## config.mk

```make
export PLATFORM = sky130hd
export DESIGN_NAME = alu_seq_mul
export DESIGN_NICKNAME = d
export VERILOG_FILES = /design/src/rtl/alu_seq_mul_pkg.sv /design/src/rtl/seq_shift_add_mul.sv /design/src/rtl/alu_seq_mul.sv
export SDC_FILE = /design/constraint.sdc
export NUM_CORES = 1
export LEC_CHECK = 0
export ABC_AREA = 1
export CAP_MARGIN = 20
export CORE_AREA = 5 5 157 159
export DETAILED_ROUTE_END_ITERATION = 10
export DIE_AREA = 0 0 162 164
export GPL_TIMING_DRIVEN = 0
export HOLD_SLACK_MARGIN = 0.06
export PLACE_DENSITY = 0.91
export SLEW_MARGIN = 20
export SYNTH_ARGS = -nofsm -noshare
export SYNTH_HDL_FRONTEND = slang
export SYNTH_SLANG_ARGS = --single-unit
```

## constraint.sdc

```tcl
create_clock -name CLK -period 7.1 [get_ports CLK]
set_input_delay 0.71 -clock CLK [delete_from_list [all_inputs] [get_ports CLK]]
set_output_delay 0.71 -clock CLK [all_outputs]
set_load 0.1 [all_outputs]
```

## src/rtl/alu_seq_mul_pkg.sv

```systemverilog
// alu_seq_mul_pkg: ALUControl op codes shared with the decoder.
package alu_seq_mul_pkg;
    localparam logic [2:0] ALU_AND = 3'b000;
    localparam logic [2:0] ALU_OR  = 3'b001;
    localparam logic [2:0] ALU_ADD = 3'b010;
    localparam logic [2:0] ALU_SUB = 3'b100;
    localparam logic [2:0] ALU_MUL = 3'b101;
    localparam logic [2:0] ALU_SLT = 3'b110;
endpackage

```

## src/rtl/seq_shift_add_mul.sv

```systemverilog
// seq_shift_add_mul: radix-2 shift-add multiplier, one partial product per step.
module seq_shift_add_mul #(
    parameter int WIDTH = 32,
    parameter int CNT_W = 6
) (
    input  logic             clk,
    input  logic             rst,
    input  logic             load,
    input  logic             step,
    input  logic [WIDTH-1:0] a,
    input  logic [WIDTH-1:0] b,
    output logic [WIDTH-1:0] product,
    output logic             last
);
    logic [WIDTH-1:0] acc, mcand, mplier;
    logic [CNT_W-1:0] cnt;
    // product is the accumulator after the current step, so the final step's result is usable at once
    assign product = acc + (mplier[0] ? mcand : '0);
    assign last    = cnt == CNT_W'(1);
    always_ff @(posedge clk or posedge rst) begin
        if (rst) begin
            acc    <= '0;
            mcand  <= '0;
            mplier <= '0;
            cnt    <= '0;
        end else if (load) begin
            acc    <= '0;
            mcand  <= a;
            mplier <= b;
            cnt    <= CNT_W'(WIDTH);
        end else if (step && cnt != '0) begin
            acc    <= product;
            mcand  <= mcand << 1;
            mplier <= mplier >> 1;
            cnt    <= cnt - CNT_W'(1);
        end
    end
endmodule

```

## src/rtl/alu_seq_mul.sv

```systemverilog
// alu_seq_mul: execute-stage ALU with registered single-cycle ops and an iterative multiply.
module alu_seq_mul
    import alu_seq_mul_pkg::*;
#(
    parameter int WIDTH = 32,
    parameter int CNT_W = 6
) (
    input  logic             CLK,
    input  logic             RST,
    input  logic             Start,
    input  logic [WIDTH-1:0] SrcA,
    input  logic [WIDTH-1:0] SrcB,
    input  logic [2:0]       ALUControl,
    output logic [WIDTH-1:0] ALUResult,
    output logic             Zero,
    output logic             Busy,
    output logic             Done
);
    typedef enum logic [1:0] {S_IDLE, S_MUL, S_DONE} state_e;
    state_e state, state_next;
    logic accept, is_mul, last;
    logic [WIDTH-1:0] alu_res, product;
    assign is_mul = ALUControl == ALU_MUL;
    assign accept = Start && state != S_MUL;
    seq_shift_add_mul #(.WIDTH(WIDTH), .CNT_W(CNT_W)) u_mul (
        .clk(CLK), .rst(RST), .load(accept && is_mul), .step(state == S_MUL),
        .a(SrcA), .b(SrcB), .product(product), .last(last)
    );
    always_comb begin
        alu_res = ALUControl == ALU_AND ? SrcA & SrcB :
                  ALUControl == ALU_OR  ? SrcA | SrcB :
                  ALUControl == ALU_SUB ? SrcA - SrcB :
                  ALUControl == ALU_SLT ? {{(WIDTH-1){1'b0}}, $signed(SrcA) < $signed(SrcB)} :
                                          SrcA + SrcB;
    end
    always_ff @(posedge CLK or posedge RST) begin
        if (RST) state <= S_IDLE;
        else     state <= state_next;
    end
    always_comb begin
        state_next = state == S_MUL ? (last ? S_DONE : S_MUL) :
                     accept         ? (is_mul ? S_MUL : S_DONE) : S_IDLE;
    end
    always_comb begin
        Busy = state == S_MUL;
        Done = state == S_DONE;
    end
    always_ff @(posedge CLK or posedge RST) begin
        if (RST) begin
            ALUResult <= '0;
            Zero      <= 1'b1;
        end else if (accept && !is_mul) begin
            ALUResult <= alu_res;
            Zero      <= alu_res == '0;
        end else if (state == S_MUL && last) begin
            ALUResult <= product;
            Zero      <= product == '0;
        end
    end
endmodule

```

## After elaboration in Yosys (flattened, before gate mapping)

Index checks and enable logic that the tools add are counted.

| word-level totals | value |
|---|---|
| flip-flop bits (word level) | 137 |
| word-level logic and storage cells | 55 |

| cells by class | value |
|---|---|
| $add $sub $neg | 4 |
| magnitude comparators | 1 |
| equal/unequal tests | 8 |
| mux-type cells | 21 |
| bitwise gates (word level) | 2 |
| reduce and logical (&&, ||, !) cells | 12 |

Operators by type and width:

| cell | count |
|---|---|
| 32-bit two-way mux | 13 |
| 32-bit adder | 2 |
| 32-bit logical NOT | 2 |
| 32-bit AND | 1 |
| 32-bit < comparator | 1 |
| 32-bit bitwise OR | 1 |
| 32-bit subtractor | 1 |
| 6-bit two-way mux | 2 |
| 3-bit equality test, second input constant | 3 |
| 2-bit two-way mux | 4 |
| 6-bit by 1-bit equality test with 1-bit output, second input constant | 1 |
| 6-bit nonzero test | 1 |
| 6-bit by 1-bit subtractor with 6-bit output, second input constant | 1 |
| 1-bit logical AND | 5 |
| 2-bit nonzero test | 2 |
| 3-bit by 1-bit equality test with 1-bit output, second input constant | 1 |
| 3-bit logical NOT | 1 |
| 2-bit by 1-bit equality test with 1-bit output, second input constant | 1 |
| 2-bit equality test, second input constant | 1 |
| 1-bit two-way mux | 2 |
| 2-bit by 1-bit inequality test with 1-bit output, second input constant | 1 |
| 1-bit logical NOT | 1 |

## Depth between registers and ports, before layout

Gate-level depths: netlist of the first run.

| depth | value |
|---|---|
| depth in word-level cells | 7 |
| gate-level depth with buffers | 25 |
| gate-level depth less buffers | 24 |

## Cells and area by module

Synthesis of the first run repeated with hierarchy kept, for this count alone.

| unflattened totals | value |
|---|---|
| cells, all modules | 2671 |
| area total of the unflattened synthesis | 15718.8 um^2 |

By module, submodules not included:

| module | instances | cells an instance | area each (um^2) | sequential area each (um^2) |
|---|---|---|---|---|
| alu_seq_mul | 1 | 1653 | 8617.0 | 877.1 |
| seq_shift_add_mul | 1 | 1018 | 7101.8 | 2552.4 |

## Worst setup path after synthesis of the first run

No wires, ideal clock.

| path | value |
|---|---|
| path kind | register to register |
| start | register state[1] |
| end | register u_mul.cnt[5] |
| setup time | 0.070 ns |
| arrival time | 2.965 ns |
| data required time | 7.030 ns |
| path slack | 4.065 ns |
| cell stages (with the launch flop) | 9 |
| buffers on the path | 0 |
| cells stage by stage | dfrtp_1 > nor2_1 > nand2_1 > inv_2 > nor2_1 > inv_2 > nand3_1 > or4_1 > nand3_1 |

| between the ends | value |
|---|---|
| elaborated cells between the ends (all ways) | 7 |
| those cells by class | eq/ne: 2; mux: 1; reduce/logical: 4 |

RTL lines:

| what | line | RTL |
|---|---|---|
| start: declaration | alu_seq_mul.sv:20 | `state_e state, state_next;` |
| start signal: assignment | alu_seq_mul.sv:38 | `else state <= state_next;` |
| 2-bit by 1-bit equality test with 1-bit output | -- |  |
| named net Busy | alu_seq_mul.sv:16 | `output logic Busy,` |
| 1-bit logical AND | seq_shift_add_mul.sv:31 | `end else if (step && cnt != '0) begin` |
| 2-bit nonzero test (no line) | -- |  |
| end signal: assignment | seq_shift_add_mul.sv:30 | `cnt <= CNT_W'(WIDTH);` |
| end signal: assignment | seq_shift_add_mul.sv:35 | `cnt <= cnt - CNT_W'(1);` |
| end: declaration | seq_shift_add_mul.sv:16 | `logic [CNT_W-1:0] cnt;` |

The timed path passes the listed nets, and every way through them passes these cells.
A chain may end at the register's enable or synchronous reset.

## Worst setup path in the final report of the first run

| path | value |
|---|---|
| start | register u_mul.mplier[0] |
| end | register Zero |

| between the ends | value |
|---|---|
| word-level cells in the longest chain between the ends | 5 |

RTL lines:

| what | line | RTL |
|---|---|---|
| start: declaration | seq_shift_add_mul.sv:15 | `logic [WIDTH-1:0] acc, mcand, mplier;` |
| start signal: assignment | seq_shift_add_mul.sv:34 | `mplier <= mplier >> 1;` |
| 32-bit two-way mux | seq_shift_add_mul.sv:18 | `assign product = acc + (mplier[0] ? mcand : '0);` |
| 32-bit adder | seq_shift_add_mul.sv:18 |  |
| 32-bit logical NOT | alu_seq_mul.sv:57 | `Zero <= product == '0;` |
| 1-bit two-way mux | alu_seq_mul.sv:55 | `end else if (state == S_MUL && last) begin` |
| 1-bit two-way mux | alu_seq_mul.sv:52 | `end else if (accept && !is_mul) begin` |
| end signal: assignment | alu_seq_mul.sv:51 | `Zero <= 1'b1;` |
| end signal: assignment | alu_seq_mul.sv:54 | `Zero <= alu_res == '0;` |
| end signal: assignment | alu_seq_mul.sv:57 |  |
| end: declaration | alu_seq_mul.sv:15 | `output logic Zero,` |

No other way between the ends. The select of a mux whose other input is x is not followed.

==> impl_metrics.env, run 1 <==
export IMPL_p_per_area_nw_per_um2=278
export IMPL_synth_seq_area_share=0.233
export IMPL_ys_types=55
export IMPL_io_buffers=104
export IMPL_hold_class="flip-flop to flip-flop"
export IMPL_vias=17300
export IMPL_via_per_inst=6.30
export IMPL_yosys_warnings=0
export IMPL_clkTransAtPathRegs_ns=0.07
export IMPL_grt_overflow=0
export IMPL_placed_area_um2=16200
export IMPL_grt_max_degree=72
export IMPL_multi_input_area_um2=9330
export IMPL_post_cts_setup_buffers=0
export IMPL_syn_to_final_growth_pct=14.0
export IMPL_final_nets=2661
export IMPL_max_slew_margin_rel=0.280
export IMPL_worst_slack_ns=2.44
export IMPL_report_final_slew_viol_count=0
export IMPL_tns_ns=0
export IMPL_drt_iter0_drc=2636
export IMPL_dp_hpwl_um=45500
export IMPL_p_leak_nw=8.96
export IMPL_die_x_um=162
export IMPL_cts_hold_buffers=0
export IMPL_numCtsBuffers=17
export IMPL_grt_pass1_vias=16500
export IMPL_synth_seq_cells=137
export IMPL_period_needed_ns=4.66
export IMPL_antenna_found_initial=0
export IMPL_grt_usage=0.441
export IMPL_diodes=0
export IMPL_die_area_um2=26600
export IMPL_status="completed"
export IMPL_drt_wl_total_um=59500
export IMPL_finalHoldViolations=0
export IMPL_finClkSkew_ns=0.0163
export IMPL_syn_avg_cell_area_um2=6.33
export IMPL_dp_slack_ns=2.57
export IMPL_ant_nets=0
export IMPL_peakVddDrop_mv=0.218
export IMPL_std_cell_rows=56
export IMPL_die_height_um=164
export IMPL_start_kind="flip-flop"
export IMPL_rsz0062_at_grt="no"
export IMPL_root_buffer="clkbuf_16"
export IMPL_wl_per_cell_um=21.6
export IMPL_period_share=0.657
export IMPL_cts_buffer_depth=2
export IMPL_place_congestion=1.05
export IMPL_cts_sinks=137
export IMPL_final_common_cell="nand2_1"
export IMPL_crit_type="flip-flop to flip-flop"
export IMPL_layout_common_cells="nand2_1 (736), inv_1 (366), nand3_1 (196), nor2_1 (157), ha_1 (137)"
export IMPL_synth_nets=2537
export IMPL_crit_fanout=10
export IMPL_clk_latency_ns=0.43
export IMPL_crit_required_ns=7.48
export IMPL_cts_resized=0
export IMPL_start_util=0.637
export IMPL_grt_pass1_wl_um=90400
export IMPL_cp_arrival_ns=5.04
export IMPL_htree_levels=4
export IMPL_cp_end_kind="flip-flop"
export IMPL_fp_coreArea_um2=23100
export IMPL_cap_viol_max_count=0
export IMPL_cts_tree="yes"
export IMPL_first_pass_iters=8
export IMPL_synth_cells=2327
export IMPL_worst_pin_slew_ns=1.08
export IMPL_ios=105
export IMPL_seqCellArea_um2=3430
export IMPL_syn_area_um2=14700
export IMPL_setup_viol=0
export IMPL_fmax_mhz=214
export IMPL_drive_gt1_frac=0.0775
export IMPL_nFillCells=1877
export IMPL_finalInstanceArea_um2=16800
export IMPL_post_route_drc_count=0
## area by class of cell
type                    instances  share of cell area
multi-input cells            1713               0.556
well taps                     290              0.0216
flip-flops and latches        137               0.204
clock inverters                13              0.0113
clock buffers                  19              0.0258
plain buffers                  82              0.0286
inverters                     395              0.0888
repair buffers                105              0.0637
## worst max-delay path: stages, from the launching register on
cell and delay, ns:
dfrtp_1 0.34, clkbuf_1 0.38, clkbuf_1 0.65, nand2_1 0.16
inv_1 0.10, ha_1 0.21, fa_1 0.24, nand2_1 0.09
nand2_1 0.07, o21ai_0 0.19, o21ai_2 0.31, nand2_1 0.09
nand2_1 0.13, xor2_1 0.36, nand4_1 0.16, nor3_1 0.69
nand4_1 0.16, nand2_1 0.11, nand2_1 0.09, nand2_1 0.08
## where the power goes
group / switching [mW] / internal [mW]
Combinational: 1.69 / 0.700
Clock: 0.381 / 0.593
Sequential: 0.237 / 1.07
## cell families (layout without fill, tap and decap cells)
group / count (synthesis) / in the layout / share of synthesized area
compound gates: 339 / 339 / 0.147
xor+xnor: 27 / 27 / 0.0161
fa+ha+maj: 140 / 140 / 0.121
buf+inv: 477 / 614 / 0.133
flops: 137 / 137 / 0.233
simple gates: 1207 / 1207 / 0.351
## synth_stat cells, drive strengths merged
| cell | number | share of area |
|---|---|---|
| nand2 | 759 | 0.20 |
| inv | 394 | 0.10 |
| nand3 | 202 | 0.071 |
| nor2 | 185 | 0.054 |
| ha | 137 | 0.12 |
| dfrtp | 136 | 0.23 |
| o21ai | 111 | 0.038 |
| a21oi | 89 | 0.034 |
| o211ai | 52 | 0.027 |
| buf | 49 | 0.024 |
| o221ai | 42 | 0.025 |
| nand4 | 34 | 0.014 |
| clkbuf | 33 | 0.0084 |
| xor2 | 22 | 0.013 |
| nor3 | 15 | 0.0068 |
| o21bai | 14 | 0.0074 |
| a21boi | 9 | 0.0048 |
| a31oi | 5 | 0.0021 |
| nor4 | 5 | 0.0030 |
| xnor2 | 5 | 0.0030 |
| a211oi | 3 | 0.0015 |
| a22oi | 3 | 0.0015 |
| fa | 3 | 0.0041 |
| nand3b | 3 | 0.0024 |
| o22ai | 3 | 0.0013 |
| a21o | 2 | 0.0010 |
| a22o | 2 | 0.0012 |
| and2 | 2 | 0.0010 |
| o31ai | 2 | 0.0010 |
| a32o | 1 | 0.00068 |
| clkinv | 1 | 0.00025 |
| dfstp | 1 | 0.0018 |
| o311ai | 1 | 0.00060 |
| or2 | 1 | 0.00043 |
| or4 | 1 | 0.00051 |
## path summary, 6_finish.rpt
| kind | startpoint | endpoint | slack [ns] | cells past startpoint |
|---|---|---|---|---|
| max in group asynchronous | RST | u_mul.mplier[21] | 5.65 | 3 |
| setup reg to reg | u_mul.mplier[0] | Zero | 2.44 | 19 |
| min in group asynchronous | RST | u_mul.cnt[2] | 0.73 | 2 |
| hold / removal | Zero | Zero | 0.48 | 2 |
| setup / recovery | u_mul.mplier[0] | Zero | 2.44 | 19 |
| hold reg to reg | Zero | Zero | 0.48 | 2 |
## through the flow
| step | total power, mW | hold WS (ns) | utilization | cells |
|---|---|---|---|---|
| 2_1_floorplan | 2.83 | 0.459 | - | 2327 |
| 3_3_place_gp | 3.40 | 0.459 | 0.697 | 2721 |
| 3_5_place_dp | 3.49 | 0.468 | 0.699 | 2722 |
| 4_1_cts | 4.53 | 0.478 | 0.726 | 2754 |
| 5_1_grt | 4.84 | 0.518 | 0.726 | 2754 |
| 6_report | 4.67 | 0.481 | 0.726 | 2754 |
## registers in the layout, summed over array words and instances, names as in the netlist
register and count:
ALUResult 32, u_mul.acc 32, u_mul.mcand 32, u_mul.mplier 32
u_mul.cnt 6, state 2, Zero 1
## metal layers
metal | track usage | share of wire | vias to the layer above
met1 | 0.526 | 0.36 | 7880
met5 | 0 | 0 | -
met3 | 0.0969 | 0.11 | 382
met2 | 0.726 | 0.45 | 1389
met4 | 0.276 | 0.081 | 0
li1 | - | - | 7689
Note: power is estimated with default switching activity, not from simulation.
==> run 2: changes to the inputs <==
--- a/config.mk
+++ b/config.mk
@@ -7,12 +7,12 @@
 export LEC_CHECK = 0
 export ABC_AREA = 1
 export CAP_MARGIN = 20
-export CORE_AREA = 5 5 157 159
+export CORE_AREA = 5 5 162 164
 export DETAILED_ROUTE_END_ITERATION = 10
-export DIE_AREA = 0 0 162 164
+export DIE_AREA = 0 0 167 169
 export GPL_TIMING_DRIVEN = 0
 export HOLD_SLACK_MARGIN = 0.06
-export PLACE_DENSITY = 0.91
+export PLACE_DENSITY = 0.86
 export SLEW_MARGIN = 20
 export SYNTH_ARGS = -nofsm -noshare
 export SYNTH_HDL_FRONTEND = slang
==> constraint.sdc (replaced) <==
create_clock -name CLK -period 4.7 [get_ports CLK]
set_input_delay 0.47 -clock CLK [delete_from_list [all_inputs] [get_ports CLK]]
set_output_delay 0.47 -clock CLK [all_outputs]
set_load 0.1 [all_outputs]
==> run 2 against run 1 <==
Critical path type unchanged; via count shrank 5.6%; critical endpoint unchanged; sequential share of layout area is essentially flat; the flow now finishes with violations (DRC); non-clock buffer count is the same; worst hold slack lost 0.049 ns; largest cell class unchanged; largest power group unchanged.
==> impl_metrics.env, run 2 (same netlist as run 1, synthesis figures left out) <==
export IMPL_use_met3=0.0476
export IMPL_start_kind="flip-flop"
export IMPL_status="finished with violations"
export IMPL_via_per_inst=5.86
export IMPL_dp_hpwl_um=44900
export IMPL_cts_hold_buffers=0
export IMPL_worst_slack_ns=0.517
export IMPL_grt_usage=0.382
export IMPL_fmax_mhz=239
export IMPL_cp_arrival_ns=4.55
export IMPL_nFillCells=2230
export IMPL_report_final_slew_viol_count=0
export IMPL_root_buffer="clkbuf_16"
export IMPL_utilization=0.679
export IMPL_met1_usage=0.468
export IMPL_layout_common_cells="nand2_1 (736), inv_1 (366), nand3_1 (196), nor2_1 (157), ha_1 (137)"
export IMPL_post_cts_setup_buffers=0
export IMPL_die_x_um=167
export IMPL_drive_gt1_frac=0.0779
export IMPL_place_congestion=1.05
export IMPL_std_cell_rows=58
export IMPL_violations="DRC"
export IMPL_grt_use_met2=0.645
export IMPL_fp_coreArea_um2=24700
export IMPL_max_slew_margin_rel=0.333
export IMPL_top_usage_layer="met2"
export IMPL_grt_pass1_vias=15900
export IMPL_placed_area_um2=16200
export IMPL_hold_class="input pin to async pin"
export IMPL_grt_pass1_wl_um=84700
export IMPL_drt_iter0_drc=2055
export IMPL_numCtsBuffers=17
export IMPL_clk_latency_ns=0.43
export IMPL_fin_total_pwr_mw=6.76
export IMPL_final_nets=2661
export IMPL_cts_resized=0
export IMPL_syn_to_final_growth_pct=14.1
export IMPL_seqCellArea_um2=3430
export IMPL_start_util=0.595
export IMPL_cts_tree="yes"
export IMPL_multi_input_area_um2=9330
export IMPL_crit_start="u_mul.mplier[0]"
export IMPL_clkTransAtPathRegs_ns=0.07
export IMPL_period_needed_ns=4.18
export IMPL_rsz0062_at_grt="no"
export IMPL_cap_viol_max_count=0
export IMPL_crit_required_ns=5.07
export IMPL_ios=105
export IMPL_finClkSkew_ns=0.0144
export IMPL_final_common_cell="nand2_1"
export IMPL_drt_wl_total_um=55200
export IMPL_wl_per_cell_um=19.8
export IMPL_p_per_area_nw_per_um2=402
export IMPL_first_pass_iters=9
export IMPL_cts_buffer_depth=2
export IMPL_die_area_um2=28200
export IMPL_period_share=0.890
export IMPL_grt_overflow=0
export IMPL_worst_pin_slew_ns=0.997
export IMPL_p_leak_nw=8.94
export IMPL_peakVddDrop_mv=0.297
export IMPL_vias=16400
export IMPL_cts_sinks=137
export IMPL_hold_ws_ns=0.433
export IMPL_post_route_drc_count=2
export IMPL_io_buffers=104
export IMPL_r2r_start="u_mul.mplier[0]"
export IMPL_htree_levels=4
export IMPL_dp_slack_ns=0.536
export IMPL_antenna_found_initial=0
export IMPL_finalHoldViolations=0
export IMPL_crit_type="flip-flop to flip-flop"
export IMPL_finalInstanceArea_um2=16800
export IMPL_die_height_um=169
export IMPL_grt_max_degree=95
export IMPL_ant_nets=0
export IMPL_crit_fanout=10
export IMPL_setup_viol=0
export IMPL_diodes=0
export IMPL_cp_end_kind="flip-flop"
==> run 2: worst paths after layout <==
check	depth (start not counted)	endpoint	slack (ns)
max	19	Zero	0.52
min	2	ALUResult[2]	0.43
max reg2reg	19	Zero	0.52
min reg2reg	2	Zero	0.48
max in group asynchronous	3	Zero	3.46
min in group CLK	2	Zero	0.48
==> run 2: area by class of cell <==
class,count,area share
well taps,330,0.0246
repair buffers,105,0.0636
multi-input cells,1713,0.555
clock buffers,18,0.0255
inverters,395,0.0887
plain buffers,82,0.0286
flip-flops and latches,137,0.204
clock inverters,14,0.00953
==> run 2: power by group <==
part / total, mW / switching, mW / internal (mW)
sequential: 1.93 / 0.314 / 1.62
clock: 1.38 / 0.582 / 0.795
combinational: 3.45 / 2.40 / 1.05
total: 6.76 / 3.29 / 3.46
==> run 2: through the flow <==
stage	setup TNS, ns	instances
2_1_floorplan	0	2327
3_3_place_gp	-158.10	2761
3_5_place_dp	0	2762
4_1_cts	0	2794
5_1_grt	0	2794
6_report	0	2794
==> run 2: routing by layer <==
metal / up-vias / wire (um)
met5: - / 0
met4: 0 / 3840
met3: 207 / 4350
met2: 909 / 25700
met1: 7559 / 21400
li1: 7701 / -
==> run 2: worst max-delay path: stages, from the launching register on <==
cell      delay [ns]
dfrtp_1         0.32
clkbuf_1        0.41
clkbuf_1        0.50
nand2_1         0.12
inv_1           0.08
ha_1            0.18
fa_1            0.22
nand2_1         0.10
nand2_1         0.07
o21ai_0         0.21
o21ai_2         0.32
nand2_1         0.09
nand2_1         0.16
xor2_1          0.32
nand4_1         0.17
nor3_1          0.43
nand4_1         0.16
nand2_1         0.10
nand2_1         0.07
nand2_1         0.07
